<file path="config.mk">
export PLATFORM = sky130hd
export DESIGN_NAME = serial_adder_ctrl_flat
export DESIGN_NICKNAME = d
export VERILOG_FILES = /design/src/rtl/serial_adder_ctrl_if.sv /design/src/rtl/serial_adder_ctrl.sv /design/src/flat_wrapper.sv
export SDC_FILE = /design/constraint.sdc
export NUM_CORES = 1
export LEC_CHECK = 0
export BUFFER_PORTS_ARGS = -buffer_cell sky130_fd_sc_hd__buf_2
export CAP_MARGIN = 20
export CORE_MARGIN = 8
export CORE_UTILIZATION = 50
export CTS_CLUSTER_DIAMETER = 100
export DETAILED_ROUTE_END_ITERATION = 10
export MAX_ROUTING_LAYER = met4
export PLACE_DENSITY = 0.82
export SLEW_MARGIN = 10
export SYNTH_ARGS = -nofsm -noshare
export SYNTH_HDL_FRONTEND = slang
export SYNTH_SLANG_ARGS = --single-unit
</file>
<file path="constraint.sdc">
create_clock -name clk -period 1.31 [get_ports clk]
set_input_delay 0.262 -clock clk [delete_from_list [all_inputs] [get_ports clk]]
set_output_delay 0.262 -clock clk [all_outputs]
set_load 0.005 [all_outputs]
</file>
<file path="src/rtl/serial_adder_ctrl_if.sv">
// Start/busy/done handshake and operand/result bus for the bit-serial adder.
interface serial_adder_ctrl_if #(
  parameter int WIDTH = 3
);
  logic             start;
  logic [WIDTH-1:0] a;
  logic [WIDTH-1:0] b;
  logic             cin;
  logic             busy;
  logic             done;
  logic [WIDTH-1:0] sum;
  logic             cout;

  modport master (
    output start, a, b, cin,
    input  busy, done, sum, cout
  );

  modport slave (
    input  start, a, b, cin,
    output busy, done, sum, cout
  );
endinterface

</file>
<file path="src/rtl/serial_adder_ctrl.sv">
// Bit-serial adder controller: feeds a one-bit full-adder cell LSB first,
// owns the carry flop, operand shifters and result register, and exposes
// a start/busy/done handshake. A WIDTH-bit add takes WIDTH shift cycles
// followed by a one-cycle DONE state.
module serial_adder_ctrl #(
  parameter int WIDTH = 3
) (
  input  logic               clk,
  input  logic               rst,
  serial_adder_ctrl_if.slave bus
);

  localparam int CNT_W = (WIDTH > 1) ? $clog2(WIDTH) : 1;
  localparam logic [CNT_W-1:0] CNT_LAST = CNT_W'(WIDTH - 1);

  typedef enum logic [1:0] {
    IDLE  = 2'd0,
    SHIFT = 2'd1,
    DONE  = 2'd2
  } state_t;

  function automatic logic fa_sum(input logic x, input logic y, input logic ci);
    return x ^ y ^ ci;
  endfunction

  function automatic logic fa_carry(input logic x, input logic y, input logic ci);
    return (x & y) | ((x ^ y) & ci);
  endfunction

  state_t           state;
  logic [WIDTH-1:0] a_sh;
  logic [WIDTH-1:0] b_sh;
  logic [WIDTH-1:0] res_sh;
  logic [WIDTH-1:0] sum_r;
  logic             carry;
  logic             cout_r;
  logic             busy_r;
  logic             done_r;
  logic [CNT_W-1:0] cnt;
  logic             cell_s;
  logic             cell_co;
  logic [WIDTH-1:0] res_next;

  // Full-adder cell on the operand LSBs; its sum bit enters the result at the MSB
  always_comb begin
    cell_s   = fa_sum(a_sh[0], b_sh[0], carry);
    cell_co  = fa_carry(a_sh[0], b_sh[0], carry);
    res_next = (res_sh >> 1) | (WIDTH'(cell_s) << (WIDTH - 1));
  end

  // Sequencer: accept in IDLE or DONE, shift WIDTH times, publish sum/cout on the last shift
  always_ff @(posedge clk) begin
    if (rst) begin
      state  <= IDLE;
      busy_r <= 1'b0;
      done_r <= 1'b0;
      sum_r  <= '0;
      cout_r <= 1'b0;
      carry  <= 1'b0;
      cnt    <= '0;
      a_sh   <= '0;
      b_sh   <= '0;
      res_sh <= '0;
    end else begin
      case (state)
        IDLE, DONE: begin
          done_r <= 1'b0;
          if (bus.start) begin
            a_sh   <= bus.a;
            b_sh   <= bus.b;
            carry  <= bus.cin;
            cnt    <= '0;
            res_sh <= '0;
            busy_r <= 1'b1;
            state  <= SHIFT;
          end else begin
            state  <= IDLE;
          end
        end
        SHIFT: begin
          a_sh   <= a_sh >> 1;
          b_sh   <= b_sh >> 1;
          carry  <= cell_co;
          res_sh <= res_next;
          cnt    <= cnt + 1'b1;
          if (cnt == CNT_LAST) begin
            sum_r  <= res_next;
            cout_r <= cell_co;
            busy_r <= 1'b0;
            done_r <= 1'b1;
            state  <= DONE;
          end
        end
        default: state <= IDLE;
      endcase
    end
  end

  assign bus.busy = busy_r;
  assign bus.done = done_r;
  assign bus.sum  = sum_r;
  assign bus.cout = cout_r;

endmodule

</file>
<file path="src/flat_wrapper.sv">
// flat-port wrapper written by rule: the top's interface ports become plain ports
module serial_adder_ctrl_flat 
#(
  parameter int WIDTH = 3
)
  (clk, rst, bus_start, bus_a, bus_b, bus_cin, bus_busy, bus_done, bus_sum, bus_cout);
  serial_adder_ctrl_if #(.WIDTH(WIDTH)) bus_i ();
  input  logic clk;
  input  logic rst;
  input wire logic [$bits(bus_i.start)-1:0] bus_start;
  input wire logic [$bits(bus_i.a)-1:0] bus_a;
  input wire logic [$bits(bus_i.b)-1:0] bus_b;
  input wire logic [$bits(bus_i.cin)-1:0] bus_cin;
  output wire logic [$bits(bus_i.busy)-1:0] bus_busy;
  output wire logic [$bits(bus_i.done)-1:0] bus_done;
  output wire logic [$bits(bus_i.sum)-1:0] bus_sum;
  output wire logic [$bits(bus_i.cout)-1:0] bus_cout;
  assign bus_i.start = bus_start;
  assign bus_i.a = bus_a;
  assign bus_i.b = bus_b;
  assign bus_i.cin = bus_cin;
  assign bus_busy = bus_i.busy;
  assign bus_done = bus_i.done;
  assign bus_sum = bus_i.sum;
  assign bus_cout = bus_i.cout;
  serial_adder_ctrl #(.WIDTH(WIDTH)) u_core (.clk(clk), .rst(rst), .bus(bus_i));
endmodule
</file>
==> results of run 1 <==
-- power by group --
| group | leakage, nW | switching, W | total (W) | internal [W] |
|---|---|---|---|---|
| Combinational | 0.157 | 0.0000821 | 0.000143 | 0.0000608 |
| Sequential | 0.155 | 0.0000233 | 0.000634 | 0.000611 |
| Clock | 0.0177 | 0.000173 | 0.000286 | 0.000113 |
| Total | 0.330 | 0.000278 | 0.00106 | 0.000785 |
-- per-stage QoR --
step           total power (W)   util  instances  setup WS [ns]
3_5_place_dp          0.000787  0.552        110         0.0425
2_1_floorplan         0.000757      -         85          0.209
6_report               0.00106  0.577        114         0.0857
3_3_place_gp          0.000780  0.552        110         0.0626
4_1_cts                0.00107  0.571        114         0.0252
5_1_grt                0.00112  0.577        114       0.000240
-- per-layer routing --
| metal | global-route usage | routed length (um) |
|---|---|---|
| met3 | 0.0245 | 69 |
| met5 | - | 0 |
| met2 | 0.183 | 728 |
| met1 | 0.124 | 667 |
| met4 | 0.0615 | 14 |
-- worst register-to-register path, delay by kind of cell (launching register included) --
kind	cells	cell delay [ns]
flops	1	0.32
fa+ha+maj	1	0.23
buf+inv	1	0.07
simple gates	2	0.30
compound gates	1	0.19
-- layout by cell type (no fill, tap or decap) --
cell type | synthesis | routed
dfxtp_1 | 19 | 19
buf_2 | 2 | 15
a21oi_1 | 12 | 11
nand2_1 | 10 | 10
nand3_1 | 10 | 10
nor3_1 | 10 | 10
o22ai_1 | 5 | 5
nor2_1 | 3 | 3
clkbuf_4 | 0 | 3
nand2b_1 | 2 | 2
inv_1 | 1 | 1
nand3b_1 | 1 | 1
nor2b_2 | 0 | 1
a21oi_2 | 0 | 1
and2b_2 | 1 | 1
nand2b_2 | 1 | 1
o21a_1 | 1 | 1
fa_1 | 1 | 1
ha_2 | 0 | 1
clkinv_2 | 0 | 1
-- state kept, by name, indices dropped and copies added (netlist names) --
register,flops
u_core.state,2
u_core.a_sh,3
u_core.b_sh,3
u_core.bus.sum,3
u_core.cnt,2
u_core.bus.done,1
u_core.bus.cout,1
u_core.bus.busy,1
u_core.carry,1
u_core.res_sh,2
-- logic make-up (layout without fill, tap and decap cells) --
logic type / count (synthesis) / in the layout
AO/OA/AOI/OAI: 18 / 18
adder cells (fa/ha/maj): 2 / 2
buffers and inverters: 7 / 20
flip-flops: 19 / 19
AND/OR/NAND/NOR: 39 / 39
-- area by class of cell --
cell class                 instances  area, um2  share of cell area
sequential                        19        380               0.453
multi-input combinational         59        333               0.396
timing repair buffer              15       75.1              0.0894
clock buffer                       3       22.5              0.0268
tap                               16       20.0              0.0238
clock inverter                     1       5.00             0.00596
inverter                           1       3.75             0.00447
-- worst min-delay path by stage --
stage                                              start                        endpoint  slack (ns)  cells after the start
after floorplan                                 bus_a[2]     u_core.a_sh[2]$_SDFFE_PP0P_        0.40                      2
after global placement    u_core.bus.sum[0]$_SDFFE_PP0P_  u_core.bus.sum[0]$_SDFFE_PP0P_        0.44                      2
after detailed placement  u_core.bus.sum[1]$_SDFFE_PP0P_  u_core.bus.sum[1]$_SDFFE_PP0P_        0.45                      2
after CTS                                       bus_b[2]     u_core.b_sh[2]$_SDFFE_PP0P_        0.20                      3
after global routing                            bus_b[2]     u_core.b_sh[2]$_SDFFE_PP0P_        0.22                      3
final                                           bus_b[2]     u_core.b_sh[2]$_SDFFE_PP0P_        0.20                      3
==> results by group, run 1 <==
Clock tree
  – Setup Buffers After CTS: 0
  – Post_cts resized: 0
  – Worst-skew pair later-pin latency: around 0.29 ns
  – Clock-pin slew on the worst setup and hold paths: 0.11 ns
  – CTS tree: built
  – Htree depth: 1
  – CTS max path bufs: 2
  – Post-CTS Hold Buffers: 0
  – Clk root buf: clkbuf_4
  – Number of clock sinks: 19
  – CTS buffer count: 3

Floorplan
  – Die Wd: about 55 um
  – Die H: between 50 and 60 um
  – Die ar.: a little under 0.003 mm2
  – Initial Utilization: 0.512
  – Top Ports: 16
  – Core Footprint: between 0.001 and 0.0015 mm2
  – Rows: 14

Logic synthesis
  – Post-synthesis mux area share: 0
  – Post-synth EDFFs: 0
  – Post-Synthesis Cell Area: 744 um2
  – Synth Area per Inst: 8.76 um2
  – Largest area contributor in the netlist: dfxtp_1
  – Area contributors post-synth: dfxtp_1 (51%), a21oi_1 (8.1%), nand3_1 (6.7%)
  – Total of warnings raised by yosys: 0
  – Simple-Gate Fraction of Synth Area: 0.259
  – Register area share after synthesis: 0.511
  – Most frequent cell after synthesis: dfxtp_1
  – Synth Area in XOR/XNOR: 0
  – Synth Register Bits: 19
  – Synth Area in Adders: 0.0437
  – Synthesized instance count: between 80 and 90
  – Prevailing post-synth register cell: dfxtp_1
  – Compound-gate portion of the synthesized area: 0.133
  – Post-synth top area share: 0.511
  – Largest family of logic cells by synthesized area: simple AND/OR/NAND/NOR gates
  – Synth cell count leaders: dfxtp_1 (19), a21oi_1 (12), nand2_1 (10), nand3_1 (10), nor3_1 (10)
  – Synth cell types: 19
  – Post-Syn Nets: between 90 and 100
  – Share of async-settable or async-resettable flops after synthesis: 0

Timing
  – Pin slew with the least headroom to its limit: 0.448 ns
  – Max Fclk: 817 MHz
  – Fin Hold WS: about 0.20 ns
  – Unrepaired setup endpoints after global routing: no
  – Final Max Tran Viols: 0
  – Setup TNS: 0 ns
  – Final setup viols: 0
  – Max-slew headroom: 0.701
  – Crit share post-route: 0.935
  – Final min period: ~1.2 ns
  – Final Skew: 0.00166 ns
  – Final Hold Fails: 0

Setup path
  – CP Max Fanout: 7
  – Max incr delay on CP: 0.32 ns
  – Crit Path Category: register to register
  – Worst r2r dst: u_core.bus.busy$_SDFFE_PP0P_
  – Worst reg2reg startpoint: u_core.cnt[0]$_SDFFE_PP0P_
  – Critical path depth in cells: 5
  – R2R Setup Slk: between 0.08 and 0.09 ns
  – End of the critical path: u_core.bus.busy$_SDFFE_PP0P_
  – CP Launch Point: u_core.cnt[0]$_SDFFE_PP0P_
  – Critical Path Start Type: register
  – Critical path buffers and inverters: 1
  – Required @ worst endpoint: roughly 1.5 ns
  – R2R depth: 5
  – Worst-path cell chain: inv_1 -> ha_2 -> nand3b_1 -> a21oi_2 -> nor2_1
  – Critical-path top delay cell: dfxtp_1
  – Data arrival, critical path: approximately 1.4 ns
  – Top delay family on crit path: flip-flops
  – CP endpoint kind: register

Finish
  – FILL cells: ~150
  – Share of cells above drive strength 1: 0.245
  – Non-Filler Cell Area, Final: roughly 840 um2
  – Layout area overhead: 12.8%
  – Final nets: 111
  – # diodes: 0

GRT
  – GRT overflow: 0
  – Antenna violations before repair: 0
  – Largest net degree at the start of global routing: 20
  – Number of global-route vias before repair: slightly above 600
  – Gr usage total: 0.113
  – First-pass GRT wire length: 2440 um

Drt
  – Drt initial violations: 22
  – Via count: ~630
  – Vias per Instance: around 5.5
  – DRC: 0
  – Total iterations of the first detailed-routing run: 4
  – Post-route ant nets: 0
  – Drt wl/cell: ~13 um
  – Routed Wire Length: about 1500 um

Hold path
  – Min-delay worst type: primary input to register

Job
  – Max Cap Viol: 0

Place
  – Number of port buffers: 15
  – Placer Congestion: around 0.75
  – Placed inst area: 803 um2
  – DPL Wire Length: between 1000 and 1500 um

Power and ir drop
  – Worst VDD drop: about 0.68 mV
  – Leakage: around 0.33 nW
  – Pwr Density: approximately 1300 mW/mm2

Run status
  – Status: finished clean
Note: power is estimated with default switching activity, not from simulation.
==> run 2: changes to the inputs <==
--- a/config.mk
+++ b/config.mk
@@ -7,12 +7,13 @@
 export LEC_CHECK = 0
 export BUFFER_PORTS_ARGS = -buffer_cell sky130_fd_sc_hd__buf_2
 export CAP_MARGIN = 20
-export CORE_MARGIN = 8
+export CORE_MARGIN = 2
 export CORE_UTILIZATION = 50
 export CTS_CLUSTER_DIAMETER = 100
 export DETAILED_ROUTE_END_ITERATION = 10
 export MAX_ROUTING_LAYER = met4
 export PLACE_DENSITY = 0.82
+export RECOVER_POWER = 25
 export SLEW_MARGIN = 10
 export SYNTH_ARGS = -nofsm -noshare
 export SYNTH_HDL_FRONTEND = slang
==> run 2 against run 1 <==
  * Core utilization grew 4.4 points
  * Non-clock buffer count grew 1
  * Sequential share of layout area is the same
  * Register-to-register slack gained 0.02 ns
  * Flip-flop and latch count is the same
  * Critical path type unchanged
  * Wire length grew 3.2%
  * Critical path depth shrank 2
  * Cell count is the same
  * Clock power is essentially flat
  * Combinational power is essentially flat
  * Sequential power is essentially flat
  * Worst hold slack lost 0.0052 ns
==> results by group, run 2 (same netlist as run 1, synthesis figures left out) <==
Timing
  – Final Max Tran Viols: 0
  – Unrepaired setup endpoints after global routing: no
  – Final Skew: roughly 0.007 ns
  – Final min period: between 1 and 1.5 ns
  – Max Fclk: 830 MHz
  – Final Hold Fails: 0
  – Crit share post-route: 0.920
  – Fin Hold WS: 0.198 ns
  – Final setup viols: 0
  – Max-slew headroom: 0.694
  – Pin slew with the least headroom to its limit: between 0.4 and 0.5 ns
  – Setup TNS: 0 ns

GRT
  – First-pass GRT wire length: about 2600 um
  – Antenna violations before repair: 0
  – Number of global-route vias before repair: 627
  – GRT overflow: 0
  – Gr usage total: 0.203
  – Largest net degree at the start of global routing: 20

Setup path
  – Worst reg2reg startpoint: u_core.carry$_SDFFE_PP0P_
  – CP Max Fanout: 2
  – Critical Path Start Type: register
  – Data arrival, critical path: ~1.4 ns
  – CP endpoint kind: register
  – Crit Path Category: register to register
  – CP Launch Point: u_core.carry$_SDFFE_PP0P_
  – Required @ worst endpoint: between 1.5 and 2 ns

Power and ir drop
  – Pwr Density: between 1000 and 1500 mW/mm2
  – Worst VDD drop: slightly below 0.9 mV
  – Leakage: ~0.34 nW

Clock tree
  – CTS max path bufs: 2
  – Clk root buf: clkbuf_4
  – Worst-skew pair later-pin latency: 0.29 ns
  – Clock-pin slew on the worst setup and hold paths: approximately 0.11 ns
  – Htree depth: 1
  – CTS buffer count: 3
  – Number of clock sinks: 19
  – CTS tree: built

Place
  – Number of port buffers: 15
  – DPL Wire Length: between 1000 and 1500 um
  – Placer Congestion: 0.756

Floorplan
  – Die Wd: approximately 43 um
  – Die ar.: around 0.0018 mm2
  – Rows: 13
  – Core Footprint: 0.00135 mm2
  – Die H: 42.6 um
  – Initial Utilization: 0.551
  – Top Ports: 16

Hold path
  – Hold Crit Start: bus_a[2]
  – Min-delay worst type: primary input to register

Finish
  – Share of cells above drive strength 1: 0.232
  – Footprint of the multi-input gates: about 330 um2
  – Layout area overhead: 12.8%
  – Register area: 380 um2
  – Final nets: 112
  – Most common cell after layout, fill and taps aside: dfxtp_1
  – FILL cells: ~130
  – # diodes: 0
  – Most frequent cells in the layout: dfxtp_1 (19), buf_2 (15), a21oi_1 (12)

Drt
  – Drt initial violations: 11
  – DRC: 0
  – Total iterations of the first detailed-routing run: 4
  – Routed Wire Length: about 1500 um
  – Vias per Instance: roughly 5.5
  – Post-route ant nets: 0
  – Via count: roughly 630
  – Drt wl/cell: 13.4 um

Job
  – Max Cap Viol: 0

Run status
  – Status: finished clean
==> run 2: cell count changes in the layout (fill, tap and decap cells not counted), sizes merged <==
cell and change:
buf +1
==> run 2: critical path, cell delays in order (launching register included) <==
cell and delay, ns:
dfxtp_1 0.35, fa_1 0.58, nand3_1 0.07, a21oi_1 0.14
==> run 2: through the flow <==
step                      total power, W  instance area [um2]  worst slack [ns]  utilization  cells
after floorplan                 0.000757                  744             0.209            -     85
after global placement          0.000783                  810             0.152        0.600    110
after detailed placement        0.000792                  810             0.118        0.600    110
after CTS                        0.00108                  837             0.112        0.620    114
after global routing             0.00113                  840           0.00915        0.622    114
final                            0.00107                  840             0.104        0.622    114
==> run 2: layer usage <==
metal,GRT usage,share of wire,up-vias
li1,-,-,325
met5,-,0,-
met2,0.335,0.49,14
met4,0.0938,0.0098,0
met3,0.0776,0.046,2
met1,0.211,0.46,290
==> run 2: where the power goes <==
| part | internal (W) | total (W) | switching [W] |
|---|---|---|---|
| Combinational | 0.0000617 | 0.000144 | 0.0000826 |
| Sequential | 0.000611 | 0.000636 | 0.0000249 |
| Clock | 0.000114 | 0.000287 | 0.000173 |
==> run 2: what timing repair did <==
item | CTS | global route
endpoints found under the setup margin | 0 | 5
hold buffers | 0 | 0
gates resized for setup | 0 | 1
buffers inserted | 0 | 0
==> run 2: worst paths after layout <==
path | endpoint | slack, ns | depth (start not counted)
worst max-delay path | u_core.bus.sum[2]$_SDFFE_PP0P_ | 0.10 | 3
worst min-delay path | u_core.a_sh[2]$_SDFFE_PP0P_ | 0.20 | 3
worst max register to register | u_core.bus.sum[2]$_SDFFE_PP0P_ | 0.10 | 3
worst min register to register | u_core.bus.done$_SDFFE_PP0P_ | 0.46 | 2
==> run 2: cell type report <==
class                      instances  share of cell area
sequential                        19               0.453
multi-input combinational         59               0.389
timing repair buffer              16              0.0984
clock buffer                       3              0.0268
tap                               15              0.0224
clock inverter                     1             0.00596
inverter                           1             0.00447
==> run 3: changes to the inputs <==
--- a/config.mk
+++ b/config.mk
@@ -8,11 +8,11 @@
 export BUFFER_PORTS_ARGS = -buffer_cell sky130_fd_sc_hd__buf_2
 export CAP_MARGIN = 20
 export CORE_MARGIN = 2
-export CORE_UTILIZATION = 50
+export CORE_UTILIZATION = 35
 export CTS_CLUSTER_DIAMETER = 100
 export DETAILED_ROUTE_END_ITERATION = 10
 export MAX_ROUTING_LAYER = met4
-export PLACE_DENSITY = 0.82
+export PLACE_DENSITY = 0.63
 export RECOVER_POWER = 25
 export SLEW_MARGIN = 10
 export SYNTH_ARGS = -nofsm -noshare
==> run 3 against run 2 <==
  * Via count grew 0.48%
  * Core utilization shrank 19 points
  * Total power grew 0.25%
  * Wire length shrank 5.4%
  * Cell area grew 1.3%
  * Sequential share of layout area shrank 0.60 points
  * Fmax grew 2.0%
  * Worst hold slack lost 0.0071 ns
  * Setup slack gained 0.023 ns
  * Critical endpoint is now u_core.a_sh[0]$_SDFFE_PP0P_
  * Cell count grew 11%
  * Clock-buffer cell count is the same
==> results by group, run 3 (same netlist as run 1, synthesis figures left out) <==
Clock tree
  – CTS max path bufs: 2
  – Post_cts resized: 0
  – Number of clock sinks: 19
  – Post-CTS Hold Buffers: 0
  – CTS buffer count: 3
  – Clock-pin slew on the worst setup and hold paths: 0.10 ns
  – Worst-skew pair later-pin latency: around 0.30 ns
  – Clk root buf: clkbuf_4
  – CTS tree: built
  – Htree depth: 1
  – Setup Buffers After CTS: 0

Timing
  – Final Max Tran Viols: 0
  – Setup TNS: 0 ns
  – Unrepaired setup endpoints after global routing: no
  – Final Skew: between 0.001 and 0.0015 ns
  – Final setup viols: 0
  – Max-slew headroom: 0.686
  – Pin slew with the least headroom to its limit: around 0.47 ns
  – Max Fclk: roughly 850 MHz
  – Final Hold Fails: 0
  – Fin Hold WS: ~0.19 ns
  – Crit share post-route: 0.902
  – Final min period: 1.18 ns

Finish
  – Most common cell after layout, fill and taps aside: dfxtp_1
  – # diodes: 0
  – Final nets: about 110
  – Share of cells above drive strength 1: 0.202
  – Footprint of the multi-input gates: 327 um2
  – Final core area utilization: 0.429
  – Layout area overhead: 14.3%
  – Register area: about 380 um2
  – Most frequent cells in the layout: dfxtp_1 (19), a21oi_1 (12), buf_2 (12)
  – FILL cells: 207

Floorplan
  – Die H: roughly 50 um
  – Die Wd: roughly 50 um
  – Rows: 16
  – Core Footprint: 0.00198 mm2
  – Top Ports: 16
  – Die ar.: between 0.002 and 0.003 mm2
  – Initial Utilization: 0.376

Drt
  – Vias per Instance: 5.03
  – Routed Wire Length: 1450 um
  – Drt initial violations: 6
  – Post-route ant nets: 0
  – Drt wl/cell: 11.5 um
  – Total iterations of the first detailed-routing run: 4
  – Via count: approximately 630
  – DRC: 0

GRT
  – GRT overflow: 0
  – Gr usage total: 0.142
  – Largest net degree at the start of global routing: 20
  – Number of global-route vias before repair: 591
  – First-pass GRT wire length: roughly 2600 um
  – Antenna violations before repair: 0

Power and ir drop
  – Leakage: 0.323 nW
  – Reg power frac: 0.592
  – Pwr Density: about 1300 mW/mm2
  – Final Total Pwr: about 0.0011 W
  – Combinational power share: 0.133
  – Switching Fraction: 0.266
  – Switching pwr: 0.000284 W
  – Worst VDD drop: ~0.68 mV
  – Clock power share: 0.275
  – Int Pwr: between 0.0007 and 0.0008 W

Setup path
  – Top delay family on crit path: simple AND/OR/NAND/NOR gates
  – Critical Path Start Type: register
  – Crit Path Category: register to register
  – Worst-path cell chain: nand2b_1 -> o22ai_1 -> nor3_1
  – Critical-path top delay cell: nand2b_1
  – Max incr delay on CP: 0.40 ns
  – CP endpoint kind: register
  – Critical path buffers and inverters: 0
  – Required @ worst endpoint: approximately 1.5 ns
  – Data arrival, critical path: 1.41 ns
  – CP Max Fanout: 12

Job
  – Max Cap Viol: 0

Hold path
  – Min-delay worst type: primary input to register

Place
  – Placer Congestion: about 0.74
  – DPL Wire Length: 1020 um
  – Number of port buffers: 15

Run status
  – Status: finished clean
## run 3: changes by cell type in the layout (fill, tap and decap cells not counted), sizes merged
cell,change
buf,-3
clkbuf,+3
## run 3: power by group through the flow
stage | registers [W] | clock network (W) | logic (W)
floorplan | 0.000642 | 0 | 0.000115
global placement | 0.000645 | 0 | 0.000139
detailed placement | 0.000646 | 0 | 0.000144
CTS | 0.000633 | 0.000307 | 0.000144
global route | 0.000639 | 0.000332 | 0.000166
finish | 0.000633 | 0.000294 | 0.000142
## run 3: final cells by class
cell class / count / share of cell area
repair buffers: 16 / 0.0926
clock buffers: 3 / 0.0265
inverters: 1 / 0.00441
multi-input cells: 59 / 0.384
well taps: 27 / 0.0397
flip-flops and latches: 19 / 0.447
clock inverters: 1 / 0.00588
## run 3: final timing paths
check / startpoint / end / slack [ns] / cells past startpoint
max reg2reg: u_core.state[1]$_SDFFE_PP0P_ / u_core.a_sh[0]$_SDFFE_PP0P_ / 0.13 / 3
min reg2reg: u_core.bus.sum[0]$_SDFFE_PP0P_ / u_core.bus.sum[0]$_SDFFE_PP0P_ / 0.46 / 2
min: bus_b[2] / u_core.b_sh[2]$_SDFFE_PP0P_ / 0.19 / 3
max: u_core.state[1]$_SDFFE_PP0P_ / u_core.a_sh[0]$_SDFFE_PP0P_ / 0.13 / 3
## run 3: stage by stage
stage / std cells / cell area (um2) / setup WS, ns
2_1_floorplan: 85 / 744 / 0.209
3_3_place_gp: 122 / 825 / 0.174
3_5_place_dp: 122 / 825 / 0.141
4_1_cts: 126 / 852 / 0.117
5_1_grt: 126 / 851 / 0.00968
6_report: 126 / 851 / 0.128
## run 3: routing by layer
metal	global-route usage	part of all wire	vias to the layer above
met1	0.181	0.48	292
met5	-	0	-
met3	0.0273	0.035	5
li1	-	-	324
met2	0.213	0.46	13
met4	0.0694	0.024	0
## run 3: worst min-delay path, cell delays in order
cell,delay [ns]
buf_2,0.09
nand2_1,0.04
a21oi_1,0.05
